$ cat config.mk
export PLATFORM = sky130hd
export DESIGN_NAME = pump_cfg_ctrl
export DESIGN_NICKNAME = d
export VERILOG_FILES = /design/src/rtl/pump_cfg_pkg.sv /design/src/rtl/btn_debounce.sv /design/src/rtl/pump_cfg_ctrl.sv
export SDC_FILE = /design/constraint.sdc
export NUM_CORES = 1
export LEC_CHECK = 0
export ABC_AREA = 1
export CORE_UTILIZATION = 50
export DETAILED_ROUTE_END_ITERATION = 12
export PLACE_DENSITY = 0.73
export RECOVER_POWER = 100
export SYNTH_ARGS = -nofsm -noshare
export SYNTH_HDL_FRONTEND = slang
export SYNTH_HIERARCHICAL = 1
export SYNTH_SLANG_ARGS = --single-unit
$ cat constraint.sdc
create_clock -name clk -period 4 [get_ports clk]
set_input_delay 1 -clock clk [delete_from_list [all_inputs] [get_ports clk]]
set_output_delay 1 -clock clk [all_outputs]
set_load 0.03 [all_outputs]
$ cat src/rtl/pump_cfg_pkg.sv
// Shared encodings for the pump configuration front-end: FSM states
// (which double as the edit_field codes shown on the LCD) and pump masks.
package pump_cfg_pkg;

  localparam logic [1:0] ST_RUN    = 2'd0;
  localparam logic [1:0] ST_SEL    = 2'd1;
  localparam logic [1:0] ST_PERIOD = 2'd2;
  localparam logic [1:0] ST_ON     = 2'd3;

  localparam logic [1:0] PUMP_A  = 2'b01;
  localparam logic [1:0] PUMP_B  = 2'b10;
  localparam logic [1:0] PUMP_AB = 2'b11;

  // Rotates the pump mask 01->10->11->01 (up) or the reverse (down).
  function automatic logic [1:0] sel_step(input logic [1:0] sel, input logic up);
    logic [1:0] r;
    case (sel)
      PUMP_A:  r = up ? PUMP_B  : PUMP_AB;
      PUMP_B:  r = up ? PUMP_AB : PUMP_A;
      default: r = up ? PUMP_A  : PUMP_B;
    endcase
    return r;
  endfunction

endpackage

$ cat src/rtl/btn_debounce.sv
// Push-button conditioner: 2-FF synchroniser, stable-level counter and a
// one-cycle press pulse on each accepted 0->1 transition.
module btn_debounce #(
  parameter int CLOCK_FREQ  = 100_000_000,
  parameter int DEBOUNCE_MS = 20
) (
  input  logic clk,
  input  logic rst_n,
  input  logic raw,
  output logic press
);

  localparam longint CNT_RAW = longint'(DEBOUNCE_MS) * longint'(CLOCK_FREQ) / 1000;
  localparam int     DB_CNT  = (CNT_RAW < 1) ? 1 : int'(CNT_RAW);
  localparam int     CNT_W   = $clog2(DB_CNT + 1);

  logic             sync1;
  logic             sync2;
  logic             stable;
  logic [CNT_W-1:0] cnt;

  // The counter runs only while the synchronised input disagrees with the
  // accepted level; any bounce back to the accepted level restarts it.
  always_ff @(posedge clk or negedge rst_n) begin
    if (!rst_n) begin
      sync1  <= 1'b0;
      sync2  <= 1'b0;
      stable <= 1'b0;
      cnt    <= '0;
      press  <= 1'b0;
    end else begin
      sync1 <= raw;
      sync2 <= sync1;
      press <= 1'b0;
      if (sync2 == stable) begin
        cnt <= '0;
      end else if (cnt == CNT_W'(DB_CNT - 1)) begin
        stable <= sync2;
        cnt    <= '0;
        press  <= sync2;
      end else begin
        cnt <= cnt + 1'b1;
      end
    end
  end

endmodule

$ cat src/rtl/pump_cfg_ctrl.sv
// Button-driven pump timer configuration: edit FSM, shadow/committed values
// and timer arm sequencing. Optional macro: ON_TIME_CLAMP_EN.
module pump_cfg_ctrl
  import pump_cfg_pkg::*;
#(
  parameter int CLOCK_FREQ     = 100_000_000,
  parameter int DEBOUNCE_MS    = 20,
  parameter int DEFAULT_PERIOD = 60,
  parameter int DEFAULT_ON     = 5,
  parameter int PERIOD_STEP    = 10,
  parameter int MIN_PERIOD     = 2,
  parameter int MAX_PERIOD     = 3600,
  parameter int MAX_ON         = 600
) (
  input  logic        clk,
  input  logic        rst_n,
  input  logic        btn_mode,
  input  logic        btn_up,
  input  logic        btn_down,
  input  logic        btn_ok,
  input  logic        btn_force,
  output logic [1:0]  pump_select,
  output logic [31:0] period_seconds,
  output logic [31:0] pulse_on_time,
  output logic        timer_start,
  output logic        force_pulse,
  output logic [1:0]  edit_field,
  output logic        cfg_dirty
);

  localparam logic [31:0] P_DEF  = 32'(DEFAULT_PERIOD);
  localparam logic [31:0] O_DEF  = 32'(DEFAULT_ON);
  localparam logic [31:0] P_STEP = 32'(PERIOD_STEP);
  localparam logic [31:0] P_MIN  = 32'(MIN_PERIOD);
  localparam logic [31:0] P_MAX  = 32'(MAX_PERIOD);
  localparam logic [31:0] O_MAX  = 32'(MAX_ON);

  logic [4:0] btn_raw;
  logic [4:0] btn_ev;
  logic       ev_mode, ev_up, ev_down, ev_ok, ev_force;

  assign btn_raw = {btn_force, btn_ok, btn_down, btn_up, btn_mode};

  for (genvar g = 0; g < 5; g++) begin : g_btn
    btn_debounce #(
      .CLOCK_FREQ (CLOCK_FREQ),
      .DEBOUNCE_MS(DEBOUNCE_MS)
    ) u_db (
      .clk  (clk),
      .rst_n(rst_n),
      .raw  (btn_raw[g]),
      .press(btn_ev[g])
    );
  end

  assign {ev_force, ev_ok, ev_down, ev_up, ev_mode} = btn_ev;

  logic [1:0]  state;
  logic [1:0]  sh_sel;
  logic [31:0] sh_period;
  logic [31:0] sh_on;
  logic        rearm_pend;

  logic [31:0] per_inc, per_dec, on_inc, on_dec, on_commit;
  logic        edit_en;

  always_comb begin
    per_inc = (sh_period >= P_MAX - P_STEP) ? P_MAX : sh_period + P_STEP;
    per_dec = (sh_period <= P_MIN + P_STEP) ? P_MIN : sh_period - P_STEP;
    on_inc  = (sh_on >= O_MAX) ? O_MAX : sh_on + 32'd1;
    on_dec  = (sh_on <= 32'd1) ? 32'd1 : sh_on - 32'd1;
`ifdef ON_TIME_CLAMP_EN
    on_commit = (sh_on >= sh_period) ? sh_period - 32'd1 : sh_on;
`else
    on_commit = sh_on;
`endif
    // Simultaneous up+down cancel out; ok and mode take precedence over edits.
    edit_en = (ev_up ^ ev_down) && !ev_ok && !ev_mode && (state != ST_RUN);
  end

  always_ff @(posedge clk or negedge rst_n) begin
    if (!rst_n) begin
      state          <= ST_RUN;
      sh_sel         <= PUMP_A;
      sh_period      <= P_DEF;
      sh_on          <= O_DEF;
      pump_select    <= PUMP_A;
      period_seconds <= P_DEF;
      pulse_on_time  <= O_DEF;
      timer_start    <= 1'b0;
      rearm_pend     <= 1'b0;
      force_pulse    <= 1'b0;
    end else begin
      force_pulse <= ev_force;
      if (rearm_pend) begin
        timer_start <= 1'b1;
        rearm_pend  <= 1'b0;
      end
      if (ev_ok) begin
        if (state == ST_RUN) begin
          if (!rearm_pend) timer_start <= ~timer_start;
        end else begin
          // Commit lands with timer_start low; the re-rise follows next cycle,
          // so the timer always sees the new values when it restarts.
          pump_select    <= sh_sel;
          period_seconds <= sh_period;
          pulse_on_time  <= on_commit;
          sh_on          <= on_commit;
          state          <= ST_RUN;
          timer_start    <= 1'b0;
          rearm_pend     <= 1'b1;
        end
      end else if (ev_mode) begin
        if (state == ST_ON) begin
          state     <= ST_RUN;
          sh_sel    <= pump_select;
          sh_period <= period_seconds;
          sh_on     <= pulse_on_time;
        end else begin
          state <= state + 2'd1;
        end
      end else if (edit_en) begin
        case (state)
          ST_SEL:    sh_sel    <= sel_step(sh_sel, ev_up);
          ST_PERIOD: sh_period <= ev_up ? per_inc : per_dec;
          ST_ON:     sh_on     <= ev_up ? on_inc : on_dec;
          default:   ;
        endcase
      end
    end
  end

  assign edit_field = state;
  assign cfg_dirty  = (sh_sel != pump_select) || (sh_period != period_seconds) ||
                      (sh_on != pulse_on_time);

endmodule

# After elaboration in Yosys (flattened, before gate mapping)
# Cells that the tools add are included.
# op_classes
add_sub_neg	10
magnitude_cmp	4
n_eq_ne	20
muxes	52
bitwise_logic	9
reduce_logical	23
# ops
cell	count
$mux 32	14
$mux 21	10
$add 21x1->21 const B	5
$eq 21x21->1 const B	5
$ne 32x32->1	2
$add 32x1->32 const B	1
$add 32x4->32 const B	1
$ge 32x10->1 const B	1
$ge 32x12->1 const B	1
$le 32x1->1 const B	1
$le 32x4->1 const B	1
$sub 32x1->32 const B	1
$sub 32x4->32 const B	1
$mux 2	10
$mux 1	17
$reduce_and 2->1	7
$reduce_bool 2->1	5
$not 1->1	8
$reduce_and 4->1	2
$eq 2x2->1 const B	3
$eq 1x1->1	5
$eq 2x1->1 const B	2
$ne 2x2->1 const B	2
$pmux 2 s2	1
8 further kinds	12
# word_totals
register_bits	262
input_bits	7
output_inout_bits	71
wordCells	153

# Depth between registers and ports, before layout
# depth
ltp_word	6
mapped_depth	13

# Modules after synthesis
# The synthesis kept the hierarchy.
# by_module_without_submodules
mod	instances	cells_per_inst	area_each_um2	seq_area_each_um2
pump_cfg_ctrl	1	1336	9494.1	3445.8
btn_debounce	5	171	1335.0	625.6

# Least setup slack after synthesis
# Ideal clock, no wire load.
# synth_timing
kind	register -> output
start	reg sh_period[5]
end	out cfg_dirty
t_arrival_ns	1.380
required_ns	3.000
setup_slack_ns	1.620
path_stages_with_launch	8
cell_sequence	dfstp_2 > inv_1 > or2_2 > nand4_1 > nor3_1 > nand2_1 > nor2_1 > nand3_1
# synth_via
elab_chain_cells	3
# synth_lines
element	line_no	source
from (decl)	pump_cfg_ctrl.sv:60	logic [31:0] sh_period;
from (signal assigned)	pump_cfg_ctrl.sv:117	sh_period <= period_seconds;
from (signal assigned)	pump_cfg_ctrl.sv:125	ST_PERIOD: sh_period <= ev_up ? per_inc : per_dec;
$ne 32x32->1	pump_cfg_ctrl.sv:134	assign cfg_dirty = (sh_sel != pump_select) || (sh_period != period_seconds) ||
$logic_or 1x1->1 (2 in series)	pump_cfg_ctrl.sv:134	
to (decl)	pump_cfg_ctrl.sv:28	output logic cfg_dirty
# Every way passes these cells.

# Worst setup path after layout
# layout_timing
start	reg g_btn[0].u_db.press
end	reg sh_period[4]
# layout_via
elab_chain_cells	5
# layout_lines
element	line_no	source
from (decl)	btn_debounce.sv:10	output logic press
from (signal assigned)	btn_debounce.sv:40	press <= sync2;
$logic_not 1->1	pump_cfg_ctrl.sv:78	edit_en = (ev_up ^ ev_down) && !ev_ok && !ev_mode && (state != ST_RUN);
$logic_and 1x1->1 (2 in series)	pump_cfg_ctrl.sv:78	
$reduce_bool 2->1 (no line)	--	
$reduce_and 4->1 (no line)	--	
# Several ways; a longest one is shown, not always the timed one.
# A chain may end at the register's enable or synchronous reset.

==> qor.csv <==
stage,metric,value,unit
status,outcome,"complete, but fails checks",
status,violations,"max-capacitance violations, max-slew violations",
die,dieArea,0.03306,mm²
clock_network,clk_pin_slew_worst_paths,0.06,ns
final_layout,multi_input_area,0.008252,mm²
clock_network,cts_hold_repair.buffers,0,
grt,grt_max_degree,77,
hold_path,holdCritPathClass,register to register,
routing,wl_per_cell,14.54,µm
synthesis,mappedNetlistNets,2216,
grt,grt_pass1_wl,65060,µm
final_layout,nNetsFinal,2275,
worst_setup_path,crit_slowest_cell,clkbuf_2,
final_layout,diodes,0,
die,start_util,50.98,%
timing,max_slew.worst_pin.slew,2.903,ns
timing,hold_viol,0,
routing,via_per_inst,5.306,
flow_run,max_cap_viol_count,2,
synthesis,yosysTopAreaCellShare,38.38,%
power_and_ir_drop,sw_frac_of_total,21.94,%
power_and_ir_drop,power_density,307.4,mW/mm²
timing,rsz0062_at_grt,no,
clock_network,clock-sinks,262,
timing,setup_viol,0,
power_and_ir_drop,p_switching,1216,µW
routing,finalWirelength,38880,µm
timing,maxSlewViolCount,116,
power_and_ir_drop,power_frac_seq,48.4,%
final_layout,utilization,56.81,%
synthesis,synth_top_area_cell,dfrtp_1,
synthesis,yosysWarnings,6,
grt,grt_antenna_before_repair,0,
final_layout,nFillCells,2945,
routing,drt_iter0_markers,1066,
synthesis,avgSynthCellArea,7.380,µm²
grt,grt_pass1_vias,13210,
synthesis,yosys-top-cells-area,"dfrtp_1 (38%), nand2_1 (11%), nor2_1 (9.0%)",
die,fp.dieH,181.8,µm
final_layout,drive_gt1_share,9.771,%
routing,via_count,14190,
power_and_ir_drop,ir_worst_vdd,0.3465,mV
clock_network,cts_tree,built,
die,rows,65,
final_layout,layout_common_cells,"nand2_1 (479), nor2_1 (391), dfrtp_1 (248)",
worst_setup_path,worstPathMaxFanout,42,
routing,dr.pass1.iters,6,
timing,relSlewSlack,-93.51,%
worst_setup_path,worst_setup_path_start_kind,register,
timing,period_share,93.91,%
worst_setup_path,path_cells,clkbuf_2 > nor2_1 > clkbuf_1 > o21ai_0 > nor2b_1 > a21oi_2,
placement,gp_congestion,0.9163,
worst_setup_path,end_kind,register,
final_layout,regArea,0.006574,mm²
die,fp.dieW,181.8,µm
timing,period_minus_slack,3.756,ns
clock_network,numCtsBuffers,29,
final_layout,final_common_cell,nand2_1,
worst_setup_path,cp_slowest_stage_delay,0.80,ns
die,pin_count,78,
worst_setup_path,critical_path_class,register to register,
clock_network,clockBufferDepth,3,
power_and_ir_drop,clkPwrFrac,49.5,%
final_layout,syn_to_final_growth,11.44,%
grt,grt_overflow_total,0,
die,core-area,0.03172,mm²
routing,ant_nets,0,
timing,finalClockSkew,0.01032,ns
synthesis,seq_area_frac_synth,40.66,%
synthesis,synthesis.area,0.01617,mm²
worst_setup_path,cp.required,4.49,ns
clock_network,post_cts_resized,0,
placement,hpwlAfterDp,27420,µm
clock_network,cts-htree-levels,1,
synthesis,synth_cell_type_count,43,
synthesis,syn_inst,2191,
power_and_ir_drop,pwr-share-comb,2.1,%
clock_network,cts_setup_buffers,0,
worst_setup_path,critPathArrivalTime,4.24,ns
timing,fin_setup_tns,0,ns
clock_network,worstSkewPairLatency,0.55,ns
timing,clock.fmax,266.2,MHz
synthesis,synth_seq_cells,262,
clock_network,root_buffer,clkbuf_16,
power_and_ir_drop,internal_power,4324,µW
power_and_ir_drop,p_leak,0.008784,µW
routing,drc,0,
placement,port_buffers,77,
grt,groute.usage.overall,23.65,%
[stage by stage]
| stage | instance area (µm²) | worst slack (ns) | instances | power, µW | hold slack (ns) |
|---|---|---|---|---|---|
| after detailed placement | 17220 | 0.9298 | 2621 | 2854 | 0.3347 |
| after CTS | 18210 | 0.3185 | 2674 | 5622 | 0.3484 |
| final | 18020 | 0.2437 | 2674 | 5540 | 0.3474 |
| after global placement | 17220 | 0.9489 | 2621 | 2852 | 0.3364 |
| after global routing | 18020 | 0.09230 | 2674 | 5726 | 0.3495 |
| after floorplan | 16170 | 1.620 | 2191 | 2771 | 0.3312 |
[flip-flops by register name (all words and copies together), names as in the netlist]
| signal | cells |
|---|---|
| timer_start | 1 |
| g_btn.u_db/cnt | 105 |
| g_btn.u_db/sync2 | 5 |
| edit_field | 2 |
| sh_period | 32 |
| g_btn.u_db/stable | 5 |
| pulse_on_time | 32 |
| pump_select | 2 |
| period_seconds | 32 |
| force_pulse | 1 |
| g_btn.u_db/press | 5 |
| g_btn.u_db/sync1 | 5 |
| on_commit | 32 |
| sh_sel | 2 |
| rearm_pend | 1 |
[layout make-up]
type                    count  area share [%]
clock buffers              37           4.527
clock inverters            16          0.9374
inverters                 222           4.659
multi-input cells        1648           45.79
flip-flops and latches    262           36.48
well taps                 402           2.791
repair buffers             87           4.812
[kinds of logic (layout without fill, tap and decap cells)]
group / Yosys count / after routing / share of synthesized area (%)
compound gates: 254 / 254 / 8.551
xor+xnor: 131 / 131 / 7.328
flops: 262 / 262 / 40.66
simple gates: 1245 / 1245 / 34.64
buf+inv: 281 / 362 / 7.436
fa+ha+maj: 18 / 18 / 1.393
[power by group through the flow]
stage,logic (µW),clock network (µW),registers [µW]
3_3_place_gp,123,0,2730
6_report,114,2740,2680
4_1_cts,124,2820,2680
2_1_floorplan,43.4,0,2730
5_1_grt,136,2910,2680
3_5_place_dp,124,0,2730
[synthesized netlist by cell type (all sizes together)]
cell type  count
buf           39
xor2          89
o21ai        121
o211ai         2
nor2         464
nor2b          1
or2           16
nand4         40
a22oi          8
o21a           6
dfstp         14
xnor2         42
dfrtp        248
clkinv         1
ha            18
nand3b         1
a21oi        114
nor3          22
nand3        187
o22ai          1
o2111ai        1
and2           1
clkbuf        20
nand2        513
inv          221
a211oi         1
[metal layers]
metal	share of wire, %	vias up	track usage, %
li1	-	7076	-
met3	5.2	68	2.748
met4	2.1	0	6.339
met5	0	-	0
met1	46	6632	32.34
met2	47	411	39.71
[critical path: cells and delay by family, from the launching register on]
kind	cells	cell delay, ns
simple gates	2	1.03
compound gates	2	0.46
flops	1	0.79
buf+inv	2	1.38
[path summary, 6_finish.rpt]
path / to / start / depth (start not counted) / slack [ns]
min reg2reg: g_btn[0].u_db/sync2 / g_btn[0].u_db/sync1 / 0 / 0.35
min: g_btn[0].u_db/sync2 / g_btn[0].u_db/sync1 / 0 / 0.35
max: sh_period[4] / g_btn[0].u_db/press / 6 / 0.24
min in group asynchronous: sh_period[9] / rst_n / 1 / 1.49
max reg2reg: sh_period[4] / g_btn[0].u_db/press / 6 / 0.24
max in group asynchronous: pulse_on_time[31] / rst_n / 1 / 0.84
Note: power is estimated with default switching activity, not from simulation.
